<file path="src/rtl/calc_alu_seq.sv">
// calc_alu_seq: digit-serial signed BCD floating add/subtract sequencer.
// Operands are aligned, ordered by magnitude and summed one BCD digit per
// cycle through a single shared digit adder, then normalized.

package calc_pkg;
  localparam int NumDigits = 8;
  localparam int ExpW      = 4;

  typedef logic [NumDigits-1:0][3:0] sig_t;

  typedef struct packed {
    logic            sign;
    sig_t            sig;
    logic [ExpW-1:0] exp;
    logic            error;
  } num_t;
endpackage

module calc_alu_seq
  import calc_pkg::*;
#(
  parameter int MaxExp = 7
) (
  input  logic clk_i,
  input  logic rst_i,
  input  logic in_valid_i,
  output logic in_ready_o,
  input  logic op_i,
  input  num_t left_i,
  input  num_t right_i,
  output logic out_valid_o,
  input  logic out_ready_i,
  output num_t result_o,
  output logic busy_o
);

  localparam int N = NumDigits;
  localparam logic [ExpW-1:0] MAX_EXP_C = ExpW'(MaxExp);
  localparam logic [ExpW-1:0] N_C       = ExpW'(N);
  localparam logic [ExpW-1:0] LAST_C    = ExpW'(N - 1);

  typedef enum logic [2:0] {
    S_IDLE   = 3'd0,
    S_ALIGN  = 3'd1,
    S_ORDER  = 3'd2,
    S_ADD    = 3'd3,
    S_NORM   = 3'd4,
    S_NORM_L = 3'd5,
    S_DONE   = 3'd6
  } state_t;

  // One BCD digit add: returns {carry_out, digit}.
  function automatic logic [4:0] bcd_add_digit(input logic [3:0] a, input logic [3:0] b,
                                               input logic cin);
    logic [4:0] s;
    s = {1'b0, a} + {1'b0, b} + {4'd0, cin};
    if (s > 5'd9) begin
      bcd_add_digit = {1'b1, s[3:0] + 4'd6};
    end else begin
      bcd_add_digit = {1'b0, s[3:0]};
    end
  endfunction

  // One BCD digit subtract a-b-bin: returns {borrow_out, digit}.
  function automatic logic [4:0] bcd_sub_digit(input logic [3:0] a, input logic [3:0] b,
                                               input logic bin);
    logic [4:0] s;
    s = {1'b0, a} - {1'b0, b} - {4'd0, bin};
    if (s[4]) begin
      bcd_sub_digit = {1'b1, s[3:0] + 4'd10};
    end else begin
      bcd_sub_digit = {1'b0, s[3:0]};
    end
  endfunction

  // Final result packing: a zero magnitude without error is always positive.
  function automatic num_t pack_result(input logic sign, input sig_t sig,
                                       input logic [ExpW-1:0] exp, input logic err);
    num_t r;
    r.sign  = ((sig == '0) && !err) ? 1'b0 : sign;
    r.sig   = sig;
    r.exp   = exp;
    r.error = err;
    return r;
  endfunction

  state_t          state_r;
  logic            ready_r;
  sig_t            a_sig_r;
  sig_t            b_sig_r;
  logic            a_sign_r;
  logic            b_sign_r;
  logic [ExpW-1:0] exp_r;
  logic            shift_a_r;
  logic [ExpW-1:0] cnt_r;
  logic            sub_r;
  logic            carry_r;
  logic            ovf_r;
  logic            in_err_r;
  sig_t            res_sig_r;
  logic            res_sign_r;
  logic [ExpW-1:0] res_exp_r;
  logic            res_err_r;

  logic            shift_a_s;
  logic [ExpW-1:0] diff_s;
  logic [ExpW-1:0] d_s;
  logic [ExpW-1:0] max_exp_s;
  logic            swap_s;
  logic [4:0]      dig_s;
  sig_t            norm_sig_s;
  logic [ExpW-1:0] norm_exp_s;
  logic            norm_err_s;
  logic            norm_l_go_s;

  assign in_ready_o = ready_r & ~rst_i;

  // Alignment distance and common exponent of the incoming operands.
  always_comb begin
    shift_a_s = 1'b0;
    diff_s    = '0;
    max_exp_s = '0;
    d_s       = '0;
    if (left_i.exp < right_i.exp) begin
      shift_a_s = 1'b1;
      diff_s    = right_i.exp - left_i.exp;
      max_exp_s = right_i.exp;
    end else begin
      shift_a_s = 1'b0;
      diff_s    = left_i.exp - right_i.exp;
      max_exp_s = left_i.exp;
    end
    if (diff_s > N_C) begin
      d_s = N_C;
    end else begin
      d_s = diff_s;
    end
  end

  // Magnitude order and the shared serial digit adder/subtractor.
  always_comb begin
    swap_s = (b_sig_r > a_sig_r);
    if (sub_r) begin
      dig_s = bcd_sub_digit(a_sig_r[0], b_sig_r[0], carry_r);
    end else begin
      dig_s = bcd_add_digit(a_sig_r[0], b_sig_r[0], carry_r);
    end
  end

  // Overflow-digit normalization and error/exponent resolution.
  always_comb begin
    norm_sig_s = res_sig_r;
    norm_exp_s = exp_r;
    norm_err_s = in_err_r;
    if (ovf_r) begin
      norm_sig_s = sig_t'({4'd1, res_sig_r[N-1:1]});
      if (exp_r == MAX_EXP_C) begin
        norm_err_s = 1'b1;
      end else begin
        norm_exp_s = exp_r + {{(ExpW-1){1'b0}}, 1'b1};
      end
    end else begin
      norm_sig_s = res_sig_r;
    end
    if (norm_err_s) begin
      norm_exp_s = '0;
    end else begin
      norm_exp_s = norm_exp_s;
    end
  end

  // Left normalization continues while there is exponent to spend and a leading zero.
  always_comb begin
    if (!res_err_r && (res_exp_r != '0) && (res_sig_r[N-1] == 4'd0)) begin
      norm_l_go_s = 1'b1;
    end else begin
      norm_l_go_s = 1'b0;
    end
  end

  // Sequencer FSM with all datapath registers and registered outputs.
  always_ff @(posedge clk_i or posedge rst_i) begin
    if (rst_i) begin
      state_r     <= S_IDLE;
      ready_r     <= 1'b1;
      out_valid_o <= 1'b0;
      busy_o      <= 1'b0;
      result_o    <= '0;
      a_sig_r     <= '0;
      b_sig_r     <= '0;
      a_sign_r    <= 1'b0;
      b_sign_r    <= 1'b0;
      exp_r       <= '0;
      shift_a_r   <= 1'b0;
      cnt_r       <= '0;
      sub_r       <= 1'b0;
      carry_r     <= 1'b0;
      ovf_r       <= 1'b0;
      in_err_r    <= 1'b0;
      res_sig_r   <= '0;
      res_sign_r  <= 1'b0;
      res_exp_r   <= '0;
      res_err_r   <= 1'b0;
    end else begin
      case (state_r)
        S_IDLE: begin
          if (in_valid_i && ready_r) begin
            a_sig_r   <= left_i.sig;
            b_sig_r   <= right_i.sig;
            a_sign_r  <= left_i.sign;
            b_sign_r  <= right_i.sign ^ op_i;
            exp_r     <= max_exp_s;
            shift_a_r <= shift_a_s;
            cnt_r     <= d_s;
            in_err_r  <= left_i.error | right_i.error;
            ready_r   <= 1'b0;
            busy_o    <= 1'b1;
            state_r   <= (d_s != '0) ? S_ALIGN : S_ORDER;
          end
        end
        S_ALIGN: begin
          // Truncating right shift of the smaller-exponent operand.
          if (shift_a_r) begin
            a_sig_r <= sig_t'({4'd0, a_sig_r[N-1:1]});
          end else begin
            b_sig_r <= sig_t'({4'd0, b_sig_r[N-1:1]});
          end
          cnt_r <= cnt_r - {{(ExpW-1){1'b0}}, 1'b1};
          if (cnt_r == {{(ExpW-1){1'b0}}, 1'b1}) begin
            state_r <= S_ORDER;
          end
        end
        S_ORDER: begin
          if (swap_s) begin
            a_sig_r    <= b_sig_r;
            b_sig_r    <= a_sig_r;
            res_sign_r <= b_sign_r;
          end else begin
            res_sign_r <= a_sign_r;
          end
          sub_r   <= a_sign_r ^ b_sign_r;
          carry_r <= 1'b0;
          cnt_r   <= '0;
          state_r <= S_ADD;
        end
        S_ADD: begin
          res_sig_r <= sig_t'({dig_s[3:0], res_sig_r[N-1:1]});
          a_sig_r   <= sig_t'({4'd0, a_sig_r[N-1:1]});
          b_sig_r   <= sig_t'({4'd0, b_sig_r[N-1:1]});
          carry_r   <= dig_s[4];
          cnt_r     <= cnt_r + {{(ExpW-1){1'b0}}, 1'b1};
          if (cnt_r == LAST_C) begin
            ovf_r   <= ~sub_r & dig_s[4];
            state_r <= S_NORM;
          end
        end
        S_NORM: begin
          res_sig_r <= norm_sig_s;
          res_exp_r <= norm_exp_s;
          res_err_r <= norm_err_s;
          state_r   <= S_NORM_L;
        end
        S_NORM_L: begin
          if (norm_l_go_s) begin
            res_sig_r <= sig_t'({res_sig_r[N-2:0], 4'd0});
            res_exp_r <= res_exp_r - {{(ExpW-1){1'b0}}, 1'b1};
          end else begin
            result_o    <= pack_result(res_sign_r, res_sig_r, res_exp_r, res_err_r);
            out_valid_o <= 1'b1;
            state_r     <= S_DONE;
          end
        end
        S_DONE: begin
          if (out_ready_i) begin
            out_valid_o <= 1'b0;
            busy_o      <= 1'b0;
            ready_r     <= 1'b1;
            state_r     <= S_IDLE;
          end
        end
        default: begin
          out_valid_o <= 1'b0;
          busy_o      <= 1'b0;
          ready_r     <= 1'b1;
          state_r     <= S_IDLE;
        end
      endcase
    end
  end

endmodule
</file>
<file path="config.mk">
export PLATFORM = sky130hd
export DESIGN_NAME = calc_alu_seq
export DESIGN_NICKNAME = d
export VERILOG_FILES = /design/src/rtl/calc_alu_seq.sv
export SDC_FILE = /design/constraint.sdc
export NUM_CORES = 1
export LEC_CHECK = 0
export CAP_MARGIN = 10
export CELL_PAD_IN_SITES_DETAIL_PLACEMENT = 1
export CELL_PAD_IN_SITES_GLOBAL_PLACEMENT = 1
export CORE_UTILIZATION = 40
export DETAILED_ROUTE_END_ITERATION = 12
export GPL_ROUTABILITY_DRIVEN = 0
export GPL_TIMING_DRIVEN = 1
export HOLD_SLACK_MARGIN = 0.15
export MAX_ROUTING_LAYER = met4
export PLACE_DENSITY_LB_ADDON = 0.1
export SLEW_MARGIN = 25
export SYNTH_ARGS = -nofsm -noshare
export SYNTH_HDL_FRONTEND = slang
export SYNTH_SLANG_ARGS = --single-unit
</file>
<file path="constraint.sdc">
create_clock -name clk_i -period 5.9 [get_ports clk_i]
set_clock_uncertainty 0.15 [all_clocks]
set_input_delay 1.18 -clock clk_i [delete_from_list [all_inputs] [get_ports clk_i]]
set_output_delay 1.18 -clock clk_i [all_outputs]
set_load 0.01 [all_outputs]
</file>
After elaboration in Yosys (flattened, before gate mapping):

Cells that the tools add are included.

* logic and storage cells: 169
* output and inout bits: 41
* register bits after elaboration: 161
* input port bits: 81

* $lt $le $gt $ge: 4
* add/sub/neg operators: 12
* multiplexer cells: 46
* bitwise operators: 10
* reductions and logical operators: 27
* eq/ne operators: 19

Operator list (number)
* $mux 32: 8
* $pmux 32 s4: 2
* $pmux 32 s3: 1
* $gt 32x32->1: 1
* $logic_not 32->1: 1
* $mux 4: 8
* $pmux 3 s7: 1
* $ne 2x2->1 const B: 10
* $pmux 4 s4: 1
* $mux 3: 5
* $mux 5: 3
* $reduce_bool 4->1: 3
* $mux 1: 11
* $reduce_and 2->1: 5
* $reduce_or 5->1: 2
* $eq 3x3->1 const B: 3
* $pmux 1 s3: 3
* $reduce_and 3->1: 3
* $add 4x1->4 const B: 2
* $eq 4x3->1 const B: 2
* $pmux 4 s2: 1
* $reduce_and 4->1: 2
* $sub 4x1->4 const B: 2
* $sub 4x4->4: 2
* other kinds (25): 36

Longest topological paths before layout:

* word-level depth: 8
* mapped depth: 13
* gate-level depth less buffers: 11

Worst setup path before layout:

OpenSTA, ideal clock, no wires.

* path type: input to register
* start: in left_i[1] in the netlist's numbering
* end: reg cnt_r[1]
* arrival: 3.345 ns
* stages on the path: 10
* setup time: 0.082 ns
* required time: 5.668 ns
* path slack: 2.323 ns
* cells stage by stage: inv_1 ha_1 inv_1 fa_1 a21o_1 a21oi_2 mux2_2 xnor2_1 or3_1 a31oi_1

* cells in the longest elaborated chain, start to end: 6
* elaborated cells between the ends (all ways): 8
* those cells by class: add/sub: 2; order compare: 2; mux: 4

RTL lines
* start, declared: line 29 `input num_t left_i,`
* $sub 4x4->4 (tied with other cells): line 130 `diff_s = left_i.exp - right_i.exp;`
* $mux 4 (*): line 124 `if (left_i.exp < right_i.exp) begin`
* $gt 4x4->1: line 133 `if (diff_s > N_C) begin`
* $mux 4 (*): line 133
* $mux 4 (*): line 207 `if (in_valid_i && ready_r) begin`
* $pmux 4 s4 (*): line 205 `case (state_r)`
* end signal, assigned: line 214 `cnt_r <= d_s;`
* end signal, assigned: line 228 `cnt_r <= cnt_r - {{(ExpW-1){1'b0}}, 1'b1};`
* end signal, assigned: line 251 `cnt_r <= cnt_r + {{(ExpW-1){1'b0}}, 1'b1};`
* end, declared: line 95 `logic [ExpW-1:0] cnt_r;`

Every way passes the cells marked *; elsewhere a longest branch is shown, timed or not. The select of a mux whose other input is x is not followed.
A chain may end at the register's enable or synchronous reset.

Worst setup path in the final report:

* start: in right_i[1] in the netlist's numbering
* end: reg cnt_r[1]

* cells in the longest elaborated chain, start to end: 6
* elaborated cells between the ends (all ways): 8
* those cells by class: add/sub: 2; order compare: 2; mux: 4

RTL lines
* start, declared: line 30 `input num_t right_i,`
* $sub 4x4->4 (tied with other cells): line 130
* $mux 4 (*): line 124
* $gt 4x4->1: line 133
* $mux 4 (*): line 133
* $mux 4 (*): line 207
* $pmux 4 s4 (*): line 205

Marked as above.

==> results.tsv <==
stage	metric	value	unit
logic_synthesis	Synth Cell Area	0.00969	mm2
logic_synthesis	post-synthesis register bit count	161	
layout	# fillers	2645	
layout	final net count	1211	
timing	Slew @ Worst Pin	0.909	ns
routing	antenna viol nets, final	0	
setup_path	reg2reg end	a_sig_r[0]	
power	Net Sw Power	3.07	mW
floorplanning	Die Y	158	um
routing	DR pass1 iterations	6	
timing	final worst path period share	64.3	%
layout	area growth from synthesis to layout	21.3	%
cts	clock sinks	161	
cts	CTS Root Cell	clkbuf_16	
power	maximum VDD drop	0.306	mV
timing	RSZ-0062 raised after global routing	no	
routing	routed wire length per instance	17.9	um
placement	placed insts	1372	
global_route	global-route wire length before repair	42000	um
setup_path	CP arrival	4.00	ns
logic_synthesis	count leader, synth	dfrtp_1	
power	Comb pwr share	53.5	%
cts	CTS clk-pin slew, worst paths	0.07	ns
setup_path	setup slack, reg-to-reg	2.22	ns
global_route	Total GRT Usage	22.3	%
floorplanning	Core Box Area	0.0236	mm2
layout	final core utilization	49.8	%
routing	wirelength, routed	25100	um
timing	Final min period	3.79	ns
layout	share of layout cells above drive strength 1	10.9	%
cts	post-CTS resize count	0	
logic_synthesis	syn_area_per_cell	9.93	um2
logic_synthesis	Synth cell types	59	
floorplanning	Die Width	158	um
power	P_leak	5.37	nW
logic_synthesis	Most used DFF post-synth	dfrtp_1	
setup_path	crit end category	flop	
logic_synthesis	Synth warnings	0	
floorplanning	io pins	122	
timing	Final Hold Vio Count	0	
cts	Inserted Clock Buffers	17	
global_route	initial antenna violation count	0	
timing	Fmax	264	MHz
floorplanning	starting density of the core	41.0	%
power	Seq pwr share	30.8	%
layout	Ant. Diodes	0	
floorplanning	Rows	56	
timing	Relative slew margins	39.4	%
cts	htree depth	4	
layout	Final Non-Filler Cells	1404	
setup_path	kind of critical path	input port to flop	
layout	storage element area	0.00404	mm2
logic_synthesis	top cells by count, synth	160 x dfrtp_1, 114 x mux2i_1, 98 x a21oi_1	
hold_path	Hold Path Class	flop to flop	
timing	max-slew violations	0	
logic_synthesis	EDFF count, synth	0	
placement	# port buffers	121	
routing	# DRC	0	
timing	endpoints failing setup	0	
logic_synthesis	syn_nets	1115	
setup_path	Crit Path Max Fanout	9	
global_route	vias in the first global route	7894	
setup_path	Worst Path Required	6.11	ns
floorplanning	area of the die	0.0248	mm2
placement	HPWL Detailed	17400	um
logic_synthesis	Synth area leaders	dfrtp_1 41%, mux2i_1 12%, ha_1 6.6%, a21oi_1 5.1%, mux2_2 5.0%	
logic_synthesis	async set-reset flop share out of synthesis	100	%
global_route	global route total overflow	0	
cts	Max Buffers Root-to-Sink	2	
cts	Clock Latency Late Sink	0.44	ns
run	max-cap violations	0	
power	Internal Power	4.00	mW
logic_synthesis	gate count after technology mapping	976	
setup_path	worst r2r src	a_sig_r[2]	
logic_synthesis	Yosys top cell by area	dfrtp_1	
status	outcome	complete, no violations	
power	clock power share	15.7	%
routing	DR vias	7474	
routing	vias per cell	5.32	
cts	hold buffer count at CTS	0	
setup_path	Worst setup SP type	input port	
cts	setup bufs post-CTS	0	
routing	DR iter-0 viols	379	
setup_path	Reg2Reg Depth	12	
setup_path	Worst setup endpoint	cnt_r[1]	
timing	Setup TNS	0	ns
setup_path	Critical Path Source	right_i[1]	
logic_synthesis	post-synth top area share	41.3	%
power	Pwr per Cell Area	602	mW/mm2
layout	area of the multi-input gates	0.00518	mm2
power	Sw Ratio	43.5	%
logic_synthesis	register area share after synthesis	41.6	%
global_route	largest net degree at the start of global routing	113	
cts	CTS tree	done	
through the flow:
step           setup WS (ns)  hold slack, ns  total power [mW]  cell area, um2
2_1_floorplan          0.223           0.299              4.90            9690
3_3_place_gp            1.71           0.311              5.89           11200
3_5_place_dp            1.63           0.320              6.00           11200
4_1_cts                 2.10           0.337              7.17           11700
5_1_grt                 1.94           0.356              7.69           11800
6_report                2.11           0.329              7.08           11800
cell usage in the layout (no fill, tap or decap), types with 10 or more instances in the layout:
master,netlist,routed
ha_1,51,51
a21oi_1,98,98
nand2_1,61,61
clkdlybuf4s50_1,0,121
o21ai_0,61,61
nor3_1,12,12
xnor2_1,10,10
dfrtp_1,160,158
mux2_4,17,17
nand3_1,14,14
mux2i_1,114,114
mux2_2,43,43
inv_1,65,64
clkbuf_16,0,17
nor2_1,91,91
cell type report:
cell class              count  share of cell area [%]
inverters                  66                    2.17
repair buffers            131                    11.0
clock buffers              17                    3.62
clock inverters            15                    1.38
multi-input cells         695                    44.1
well taps                 319                    3.40
flip-flops and latches    161                    34.4
critical path: stages:
cell	delay [ns]
clkdlybuf4s50_1	0.51
ha_1	0.16
inv_1	0.05
fa_1	0.41
a21o_1	0.19
a21oi_2	0.36
mux2_2	0.42
xnor2_1	0.17
or3_1	0.39
a31oi_1	0.16
registers in the layout, indices dropped and copies added (netlist names), 3 cells and up:
| signal | flops |
|---|---|
| a_sig_r | 32 |
| b_sig_r | 32 |
| exp_r | 4 |
| cnt_r | 4 |
| state_r | 3 |
| result_o | 38 |
| res_exp_r | 4 |
| res_sig_r | 32 |
cells by family after synthesis:
logic type | share of synthesized area [%]
AND/OR/NAND/NOR | 10.5
AO/OA/AOI/OAI | 13.7
flip-flops | 41.6
XOR/XNOR | 1.54
multiplexers | 19.4
adder cells (fa/ha/maj) | 8.03
buffers and inverters | 5.23
metal layers:
metal  global-route usage, %  vias to the layer above  share of wire [%]
li1                        -                     3630                  -
met1                    28.5                     3734                 47
met2                    37.6                       94                 50
met3                    3.18                       16                2.0
met4                    4.62                        0               0.73
met5                       -                        -                  0
how the worst min path moves through the flow:
| stage | start | end | slack (ns) | depth (start not counted) |
|---|---|---|---|---|
| after floorplan | res_sign_r | res_sign_r | 0.30 | 2 |
| after global placement | result_o[2] | result_o[2] | 0.31 | 2 |
| after detailed placement | result_o[2] | result_o[2] | 0.32 | 2 |
| after CTS | result_o[2] | result_o[2] | 0.34 | 2 |
| after global routing | result_o[37] | result_o[37] | 0.36 | 2 |
| final | result_o[2] | result_o[2] | 0.33 | 2 |
power by group through the flow:
| stage | clock (mW) | combinational (mW) | sequential [mW] |
|---|---|---|---|
| floorplan | 0 | 2.92 | 1.99 |
| global placement | 0 | 3.70 | 2.20 |
| detailed placement | 0 | 3.79 | 2.21 |
| CTS | 1.14 | 3.84 | 2.19 |
| global route | 1.18 | 4.25 | 2.27 |
| finish | 1.11 | 3.79 | 2.18 |
(Power assumes the default switching activity.)
